$ cat config.mk
export PLATFORM = sky130hd
export DESIGN_NAME = hova_instr_deser
export DESIGN_NICKNAME = d
export VERILOG_FILES = /design/src/rtl/hova_instr_deser.sv
export SDC_FILE = /design/constraint.sdc
export NUM_CORES = 1
export LEC_CHECK = 0
export CAP_MARGIN = 20
export CORE_MARGIN = 3
export CORE_UTILIZATION = 45
export CTS_CLUSTER_DIAMETER = 30
export DETAILED_ROUTE_END_ITERATION = 7
export PLACE_DENSITY_LB_ADDON = 0.3
export SLEW_MARGIN = 15
export SYNTH_ARGS = -nofsm -noshare
export SYNTH_HDL_FRONTEND = slang
export SYNTH_SLANG_ARGS = --single-unit
$ cat constraint.sdc
create_clock -name clk -period 1.3 [get_ports clk]
set_input_delay 0.195 -clock clk [delete_from_list [all_inputs] [get_ports clk]]
set_output_delay 0.195 -clock clk [all_outputs]
set_load 0.005 [all_outputs]
$ cat src/rtl/hova_instr_deser.sv
// Hovalaag slow-bus instruction deserializer and output-bus sequencer.
// Optional build macro HOVA_DESER_ECHO_EN echoes instr[15:0] on io_out in stages 8/9.
// Purpose: assemble a 32-bit instruction from six 6-bit chunks and drive PC/OUT on the 8-bit bus.
// Latency: instr/instr_valid visible one cycle after the stage-5 chunk (start of stage 6).
// Backpressure: none on the bus; an unacked instruction is overwritten and flags sticky overrun.
module hova_instr_deser #(
    parameter int STAGES   = 10,
    parameter int CHUNK_W  = 6,
    parameter int INSTR_W  = 32,
    parameter int PC_STAGE = 7
) (
    input  logic               clk,
    input  logic               reset_n,
    input  logic [CHUNK_W-1:0] data_in,
    input  logic [7:0]         pc_next,
    input  logic [7:0]         out_val,
    input  logic               out_we,
    input  logic               instr_ack,
    output logic [INSTR_W-1:0] instr,
    output logic               instr_valid,
    output logic               overrun,
    output logic [3:0]         stage,
    output logic [7:0]         io_out
);

    localparam int NFULL  = INSTR_W / CHUNK_W;
    localparam int ASM_W  = NFULL * CHUNK_W;
    localparam int TAIL_W = INSTR_W - ASM_W;

    logic [3:0]         stage_q, stage_d;
    logic [ASM_W-1:0]   asm_q, asm_d;
    logic [INSTR_W-1:0] instr_q, instr_d;
    logic               vld_q, vld_d;
    logic               ovr_q, ovr_d;
    logic [7:0]         pc_q, pc_d;
    logic [7:0]         out_q, out_d;

    always_comb begin
        stage_d = (stage_q == 4'(STAGES - 1)) ? 4'd0 : stage_q + 4'd1;
        asm_d   = asm_q;
        instr_d = instr_q;
        vld_d   = vld_q & ~instr_ack;
        ovr_d   = ovr_q;
        pc_d    = pc_q;
        out_d   = out_q;

        for (int k = 0; k < NFULL; k++) begin
            if (stage_q == 4'(k)) begin
                asm_d[k*CHUNK_W +: CHUNK_W] = data_in;
            end
        end

        // Tail stage: a pending unacked instruction is lost here, so flag it.
        if (stage_q == 4'(NFULL)) begin
            instr_d = {data_in[TAIL_W-1:0], asm_q};
            vld_d   = 1'b1;
            if (vld_q && !instr_ack) begin
                ovr_d = 1'b1;
            end
        end

        if (stage_q == 4'(PC_STAGE - 1)) begin
            pc_d = pc_next;
        end

        if (out_we) begin
            out_d = out_val;
        end
    end

    always_ff @(posedge clk) begin
        if (!reset_n) begin
            stage_q <= '0;
            asm_q   <= '0;
            instr_q <= '0;
            vld_q   <= 1'b0;
            ovr_q   <= 1'b0;
            pc_q    <= '0;
            out_q   <= '0;
        end else begin
            stage_q <= stage_d;
            asm_q   <= asm_d;
            instr_q <= instr_d;
            vld_q   <= vld_d;
            ovr_q   <= ovr_d;
            pc_q    <= pc_d;
            out_q   <= out_d;
        end
    end

    always_comb begin
        io_out = out_q;
        if (stage_q == 4'(PC_STAGE)) begin
            io_out = pc_q;
        end
`ifdef HOVA_DESER_ECHO_EN
        else if (stage_q == 4'd8) begin
            io_out = instr_q[7:0];
        end else if (stage_q == 4'd9) begin
            io_out = instr_q[15:8];
        end
`endif
    end

    assign instr       = instr_q;
    assign instr_valid = vld_q;
    assign overrun     = ovr_q;
    assign stage       = stage_q;

endmodule
## Yosys cells after proc, flatten, opt, wreduce, memory -nomap -nowiden

Cells that the tools add are included.

- Bits in registers: 84
- Bits in latches: 0
- RAM bits: 0
- Bits in read-only memories: 0
- Input port bits: 26
- Output and inout bits: 46
- Word-level logic and storage cells: 30
- Memories kept: 0

- $add $sub $neg: 1
- Multiply operators: 0
- Div/mod/pow operators: 0
- $lt $le $gt $ge: 0
- Eq/ne operators: 8
- Shifts and indexed selects: 0
- Muxes and demuxes: 2
- Bitwise operators: 3
- Reductions and logical operators: 5

Operators with widths:

| operator | number |
|---|---|
| == test 4 x 3 -> 1 bit, second input constant | 4 |
| == test 4 x 2 -> 1 bit, second input constant | 2 |
| 2-to-1 mux 8 bit | 1 |
| adder 4 x 1 -> 4 bit, second input constant | 1 |
| == test 4 x 1 -> 1 bit, second input constant | 1 |
| == test 4 bit, second input constant | 1 |
| zero test 4 bit | 1 |
| inverter 1 bit | 2 |
| AND reduction 2 bit | 1 |
| OR reduction 2 bit | 1 |
| bitwise AND 1 bit | 1 |
| logical AND 1 bit | 1 |
| zero test 1 bit | 1 |
| 2-to-1 mux 1 bit | 1 |

## Longest topological paths before layout

Gate-level depths: netlist of the first run.

- Word-level depth: 3
- Gate-level depth with buffers: 7
- Depth with buffers taken out: 5

## Worst setup path before layout of the first run

No wires, ideal clock.

- Path type: register to register
- Start point: register stage_q[1] (netlist: stage[1])
- End point: register instr_q[10] (netlist: instr[10])
- Setup time: 0.119 ns
- Arrival time: 1.246 ns
- Data required time: 1.181 ns
- Path slack: -0.065 ns
- Cell stages (with the launch flop): 8
- Buffers on the path: 2
- Clock period less this slack: 1.365 ns
- Path through: dfxtp_1 > inv_1 > ha_1 > and3b_1 > buf_6 > buf_4 > nand3_1 > o21ai_1

- Cells in the longest elaborated chain, start to end: 1

Ends and longest elaborated chain:

| what | RTL line | source |
|---|---|---|
| start, declared | 30 | `logic [3:0] stage_q, stage_d;` |
| start signal, assigned | 81 | `stage_q <= stage_d;` |
| == test 4 x 3 -> 1 bit | 54 | `if (stage_q == 4'(NFULL)) begin` |
| end signal, assigned | 83 | `instr_q <= instr_d;` |
| end, declared | 32 | `logic [INSTR_W-1:0] instr_q, instr_d;` |

No other way between the ends.
A chain may end at the register's enable or synchronous reset.

## Worst setup path in the final report of the first run

- Start point: register stage_q[0] (netlist: stage[0])
- End point: output port io_out[0]

- Cells in the longest elaborated chain, start to end: 2

Ends and longest elaborated chain:

| what | RTL line | source |
|---|---|---|
| == test 4 x 3 -> 1 bit | 93 | `if (stage_q == 4'(PC_STAGE)) begin` |
| 2-to-1 mux 8 bit | 93 |  |
| end, declared | 23 | `output logic [7:0] io_out` |

No other way between the ends.

==> metrics.csv, run 1 <==
metric;value;unit
critPathMaxFanout;7;
cts_buffers;9;
syn-num-nets;413;
endpoint_kind;output pin;
fmax;569;MHz
n_antenna_cell;0;
core_area;6940;um2
reg2reg_from;stage[1];
worstHoldPathType;in -> reg;
detail-route-antenna-nets;0;
synthTopCellsByArea;dfxtp_1, nand3_1, nand2_1;
setup_violations;86;
yosysSeqAreaShare;51.2;%
comb_power_share;15.2;%
post-route-period-util;135;%
cts-root-buf;clkbuf_8;
clkTransAtPathRegs;90;ps
fin_nets;523;
fin_crit;1760;ps
hold_slack;334;ps
p_per_area;1070;nW/um2
final_layout_size_suffix_gt1_share;44.0;%
synth_edf_count;0;
initial_core_util;47.3;%
status;finished with violations;
violations;negative setup slack;
final-max-slew-violation-count;0;
cts_max_path_buffers;2;
r2r-end;asm_q[0];
die_x;91.5;um
pwr-share-clk;39.1;%
clock_latency;370;ps
syn_inst;383;
seqPwrFrac;45.6;%
numPortBuffers;71;
wirelength;11.7;mm
dr.pass1.iters;5;
worstHoldPathCells;3;
ios;72;
syn_area;3290;um2
antenna_found_initial;0;
async_flop_share;0;%
crit_chain;ha_4, nand2_8, buf_6, mux2_2, buf_2;
tightest_slew;539;ps
finClkSkew;12.0;ps
synth_commonest_cells;dfxtp_1, nand2_1, nand3_1;
slowest_delay;350;ps
grt-ovfl-total;0;
avgSynthCellArea;8.58;um2
maxCapViolCount;0;
grt_max_degree;78;
track_usage;23.2;%
netlist.area_leader.share;51.2;%
crit_arrival;1560;ps
reg2reg_depth;10;
hold_path.startpoint;reset_n;
rows;30;
dp.final_hpwl;4.71;mm
yosysMostFrequentCell;dfxtp_1;
die_h;91.5;um
synth_top_area_cell;dfxtp_1;
htree_levels;3;
holdPathEnd;out_q[6];
grt_pass1_vias;3005;
drt-initial-drc-count;253;
synth_seq_cells;84;
drc_errors;0;
drt-vias-per-instance;5.60;
yosys_most_used_dff;dfxtp_1;
globalplace.congestion;0.802;
vias;3326;
ys_types;24;
p_int;4.42;mW
regToRegSetupSlack;-380;ps
setup_slack;-458;ps
final-hold-violation-count;0;
area_delta_synth_final;70.0;%
wire_per_inst;19.6;um
cts.sinks;84;
netSwitchingPower;1.54;mW
ys_warn_count;0;
grt_setup_unrepaired;yes;
worstSetupPathType;reg -> out;
tns;-22240;ps
cts_tree;built;
grt_pass1_wl;15.4;mm
required;1110;ps
slew_headroom;63.9;%
worst_setup_path_start_kind;flip-flop;
ir_drop;0.741;mV
die-area;8370;um2
n_fill_cell;355;
crit_slowest_cell;dfxtp_2;
cellLeakagePower;2.30;nW
swShare;25.9;%
## power by group through the flow
stage | Clock (mW) | Combinational, mW | Sequential, mW
floorplan | 0 | 0.269 | 2.75
global placement | 0 | 0.498 | 2.75
detailed placement | 0 | 0.514 | 2.76
CTS | 2.31 | 0.711 | 2.70
global route | 2.44 | 0.951 | 2.73
finish | 2.34 | 0.910 | 2.72
## metrics by stage
stage | worst slack [ps] | instances | area [um2] | power, mW | util (%)
final | -458 | 594 | 5590 | 5.97 | 80.5
after global routing | -485 | 594 | 5590 | 6.12 | 80.5
after CTS | -427 | 587 | 5130 | 5.72 | 73.9
after detailed placement | -410 | 537 | 4170 | 3.27 | 60.0
after floorplan | 13.3 | 383 | 3290 | 3.02 | -
after global placement | -368 | 537 | 4170 | 3.25 | 60.0
## layout by cell type (no fill, tap or decap), types with 2 or more instances in the layout
cell and instances:
dfxtp_1 67, nand3_2 46, nand3_1 11, o21ai_1 35, nand3b_4 2, nand2_8 2, dlygate4sd2_1 34, mux2i_1 13
inv_1 3, mux2_2 8, buf_12 11, dfxtp_2 17, buf_16 4, nand3_4 8, nand2_1 78, nand2b_1 2
nor3b_4 4, clkbuf_2 2, ha_4 4, clkdlybuf4s50_1 24, nor2_1 9, buf_8 4, o21ai_2 27, o21ai_4 3
buf_6 28, clkbuf_8 10, buf_4 15, buf_2 6, bufinv_16 3
## sequential cells by signal (all words and copies together), names as in the netlist
signal,count
instr,32
asm_q,30
out_q,8
pc_q,8
stage,4
instr_valid,1
overrun,1
## critical path, delay by kind of cell, from the launching register on
family,cells,cell delay [ps]
buffers and inverters,2,240
and+or+nand+nor,1,90
DFF,1,350
adders and majority gates,1,190
muxes,1,330
## layer usage
metal / up-vias / track usage (%) / part of all wire [%]
met5: - / 0 / 0
met4: 0 / 11.2 / 5.1
met3: 52 / 5.97 / 6.2
met2: 162 / 39.2 / 50
met1: 1578 / 27.1 / 39
li1: 1534 / - / -
## how the worst max path moves through the flow
| stage | cells past startpoint | slack, ps | to | from |
|---|---|---|---|---|
| 2_1_floorplan | 6 | 10 | asm_q[13] | stage[0] |
| 3_3_place_gp | 4 | -370 | io_out[4] | stage[0] |
| 3_5_place_dp | 4 | -410 | io_out[7] | stage[0] |
| 4_1_cts | 5 | -430 | io_out[5] | stage[1] |
| 5_1_grt | 5 | -480 | io_out[0] | stage[0] |
| 6_report | 5 | -460 | io_out[0] | stage[0] |
## cell families (layout without fill, tap and decap cells)
logic type,count (synthesis),after routing,synth area share [%]
buffers and inverters,37,151,5.75
muxes,22,22,7.00
AOI/OAI and AO/OA,70,70,10.9
and+or+nand+nor,166,167,23.6
DFF,84,84,51.2
adders and majority gates,4,4,1.52
## cell type report
type / count / area (um2) / area share, %
clock buffer: 10 / 138 / 2.46
clock inverter: 6 / 111 / 1.99
inverter: 5 / 21.3 / 0.381
timing repair buffer: 130 / 1440 / 25.8
tap: 96 / 120 / 2.15
multi-input combinational: 263 / 2050 / 36.8
sequential: 84 / 1700 / 30.5
## timing repair
item                                    in CTS  in global routing
gates resized for setup                    203                104
pin swaps                                   21                 22
cloned                                       9                  1
endpoints found under the setup margin     113                 86
hold buffers                                 0                  0
setup buffers                               27                  8
(Power assumes the default switching activity.)
==> run 2, diff against run 1 <==
--- a/config.mk
+++ b/config.mk
@@ -11,7 +11,7 @@
 export CTS_CLUSTER_DIAMETER = 30
 export DETAILED_ROUTE_END_ITERATION = 7
 export PLACE_DENSITY_LB_ADDON = 0.3
-export SLEW_MARGIN = 15
+export REMOVE_ABC_BUFFERS = 1
 export SYNTH_ARGS = -nofsm -noshare
 export SYNTH_HDL_FRONTEND = slang
 export SYNTH_SLANG_ARGS = --single-unit
==> constraint.sdc (replaced) <==
create_clock -name clk -period 1.6 [get_ports clk]
set_input_delay 0.24 -clock clk [delete_from_list [all_inputs] [get_ports clk]]
set_output_delay 0.24 -clock clk [all_outputs]
set_load 0.005 [all_outputs]
==> run 2 against run 1 <==
The run still ends with negative setup slack left. Utilization fell by 16 points. Global-route usage shrank 5.1 points. Combinational power decreased by 53%. Hold slack lost 53 ps. Wire length decreased by 35%. Critical path type unchanged. Non-clock buffer count shrank 35. Sequential cell count is the same. Power is 32% lower. Worst setup slack better by 290 ps. Clock power is 38% lower.
==> metrics.csv, run 2 (same netlist as run 1, synthesis figures left out) <==
metric;value;unit;change
status;finished with violations;;unchanged
violations;negative setup slack;;unchanged
setup_violations;8;;was 86
hold_slack;281;ps;was 334 ps
core_area;6940;um2;unchanged
final_cell_area;4500;um2;was 5590 um2
seqPwrFrac;53.8;%;was 45.6%
track_usage;18.0;%;was 23.2%
cts.sinks;84;;unchanged
wirelength;7.56;mm;was 11.7 mm
rows;30;;unchanged
clkTransAtPathRegs;80;ps;was 90 ps
grt_max_degree;81;;was 78
n_antenna_cell;0;;unchanged
cts_buffers;9;;unchanged
slowest_delay;340;ps;was 350 ps
grt-ovfl-total;0;;unchanged
pwr-share-clk;35.8;%;was 39.1%
cellLeakagePower;1.77;nW;was 2.30 nW
critPathMaxFanout;7;;unchanged
p_per_area;907;nW/um2;was 1070 nW/um2
htree_levels;3;;unchanged
fin_cells;558;;was 594
fmax;565;MHz;
endpoint_kind;output pin;;unchanged
worst_setup_path_start_kind;flip-flop;;unchanged
drt-vias-per-instance;4.99;;was 5.60
grt_setup_unrepaired;yes;;unchanged
post-route-period-util;111;%;
largest_reg_flops;32;;unchanged
area_delta_synth_final;36.8;%;was 70.0%
slew_headroom;71.5;%;was 63.9%
numPortBuffers;71;;unchanged
die_h;91.5;um;unchanged
ir_drop;0.585;mV;was 0.741 mV
final-max-slew-violation-count;0;;unchanged
crit_arrival;1530;ps;was 1560 ps
dp_cells;532;;was 537
detail-route-antenna-nets;0;;unchanged
drt-initial-drc-count;119;;was 253
dr.pass1.iters;4;;was 5
clock_latency;350;ps;was 370 ps
fin_nets;487;;was 523
cts_max_path_buffers;2;;unchanged
die-area;8370;um2;unchanged
grt_pass1_wl;12.2;mm;was 15.4 mm
final_layout_size_suffix_gt1_share;14.7;%;was 44.0%
place_area;4090;um2;was 4170 um2
swShare;24.2;%;was 25.9%
cts_tree;built;;unchanged
tns;-767;ps;was -22,240 ps
netSwitchingPower;0.988;mW;was 1.54 mW
initial_core_util;47.3;%;unchanged
dp_slack;-169;ps;was -410 ps
finClkSkew;9.96;ps;was 12.0 ps
dp.final_hpwl;4.76;mm;was 4.71 mm
p_int;3.09;mW;was 4.42 mW
crit_chain;nor2b_4, nand2_8, buf_6, mux2_4, buf_6;;was ha_4, nand2_8, buf_6, mux2_2, buf_2
hold_buffers;0;;unchanged
most-common-layout-cells;nand2_1, dfxtp_1, nand3_1, clkdlybuf4s50_1, o21ai_0;;was nand2_1, dfxtp_1, nand3_2, o21ai_1, dlygate4sd2_1
cts-root-buf;clkbuf_8;;unchanged
cpMostUsedCell;buf_6;;
required;1360;ps;was 1110 ps
antenna_found_initial;0;;unchanged
final-hold-violation-count;0;;unchanged
maxCapViolCount;0;;unchanged
worstSetupPathType;reg -> out;;unchanged
globalplace.congestion;0.749;;was 0.802
ios;72;;unchanged
worstHoldPathType;in -> reg;;unchanged
drc_errors;0;;unchanged
wire_per_inst;13.5;um;was 19.6 um
comb_power_share;10.4;%;was 15.2%
crit_slowest_cell;dfxtp_2;;unchanged
vias;2782;;was 3,326
die_x;91.5;um;unchanged
tightest_slew;426;ps;was 539 ps
setup_slack;-171;ps;was -458 ps
grt_pass1_vias;2587;;was 3,005
fin_crit;1770;ps;
-- run 2: cell types whose count changed in the layout (fill, tap and decap cells not counted), moves of 8 or more --
cell,delta
nand3_1,+54
o21ai_0,+33
dfxtp_1,+13
o21ai_2,-27
nand3_2,-46
clkdlybuf4s50_1,+34
nand3_4,-8
buf_6,-23
dlygate4sd2_1,-32
dfxtp_2,-13
-- run 2: layout make-up --
type | instances | area [um2]
inverters | 5 | 18.8
multi-input cells | 262 | 1480
clock buffers | 12 | 135
flip-flops and latches | 84 | 1690
fillers | 541 | 2450
repair buffers | 95 | 1000
well taps | 96 | 120
clock inverters | 4 | 50.0
-- run 2: power groups by stage --
stage | Sequential (mW) | Combinational, mW | Clock [mW]
3_5_place_dp | 2.24 | 0.391 | 0
4_1_cts | 2.19 | 0.391 | 1.49
6_report | 2.19 | 0.425 | 1.46
3_3_place_gp | 2.24 | 0.382 | 0
5_1_grt | 2.20 | 0.475 | 1.60
2_1_floorplan | 2.24 | 0.145 | 0
-- run 2: timing repair --
item | 4_1_cts | 5_1_grt
buffers inserted | 4 | 2
pin swaps | 2 | 3
resized for setup | 40 | 16
endpoints found under the setup margin | 11 | 44
gates cloned | 0 | 4
endpoints found under the hold margin | 0 | 0
-- run 2: per-layer routing --
| layer | global-route usage, % | vias to the layer above | part of all wire [%] |
|---|---|---|---|
| met3 | 4.72 | 13 | 3.4 |
| met2 | 28.0 | 53 | 48 |
| li1 | - | 1447 | - |
| met5 | 0 | - | 0 |
| met1 | 23.5 | 1269 | 46 |
| met4 | 7.91 | 0 | 2.6 |
-- run 2: per-stage QoR --
step	utilization [%]	power, mW
finish	64.7	4.08
global route	64.7	4.28
CTS	62.3	4.07
detailed placement	58.9	2.63
global placement	58.9	2.62
floorplan	-	2.38
-- run 2: final timing paths --
path	cells past startpoint	to	slack [ps]	from
min	3	pc_q[3]	280	reset_n
max	5	io_out[4]	-170	stage[2]
min reg2reg	2	instr[15]	450	instr[15]
max reg2reg	7	instr[11]	90	stage[1]
-- run 2: worst max-delay path, delay by kind of cell, from the launching register on --
family | cells | cell delay, ps
AND/OR/NAND/NOR | 2 | 300
buffers and inverters | 2 | 240
flip-flops | 1 | 340
multiplexers | 1 | 290
==> run 3, diff against run 2 <==
--- a/config.mk
+++ b/config.mk
@@ -5,6 +5,7 @@
 export SDC_FILE = /design/constraint.sdc
 export NUM_CORES = 1
 export LEC_CHECK = 0
+export ABC_CLOCK_PERIOD_IN_PS = 1600
 export CAP_MARGIN = 20
 export CORE_MARGIN = 3
 export CORE_UTILIZATION = 45
==> results of run 3 <==
No change in the layout: final DEF, timing and power equal those of run 2.
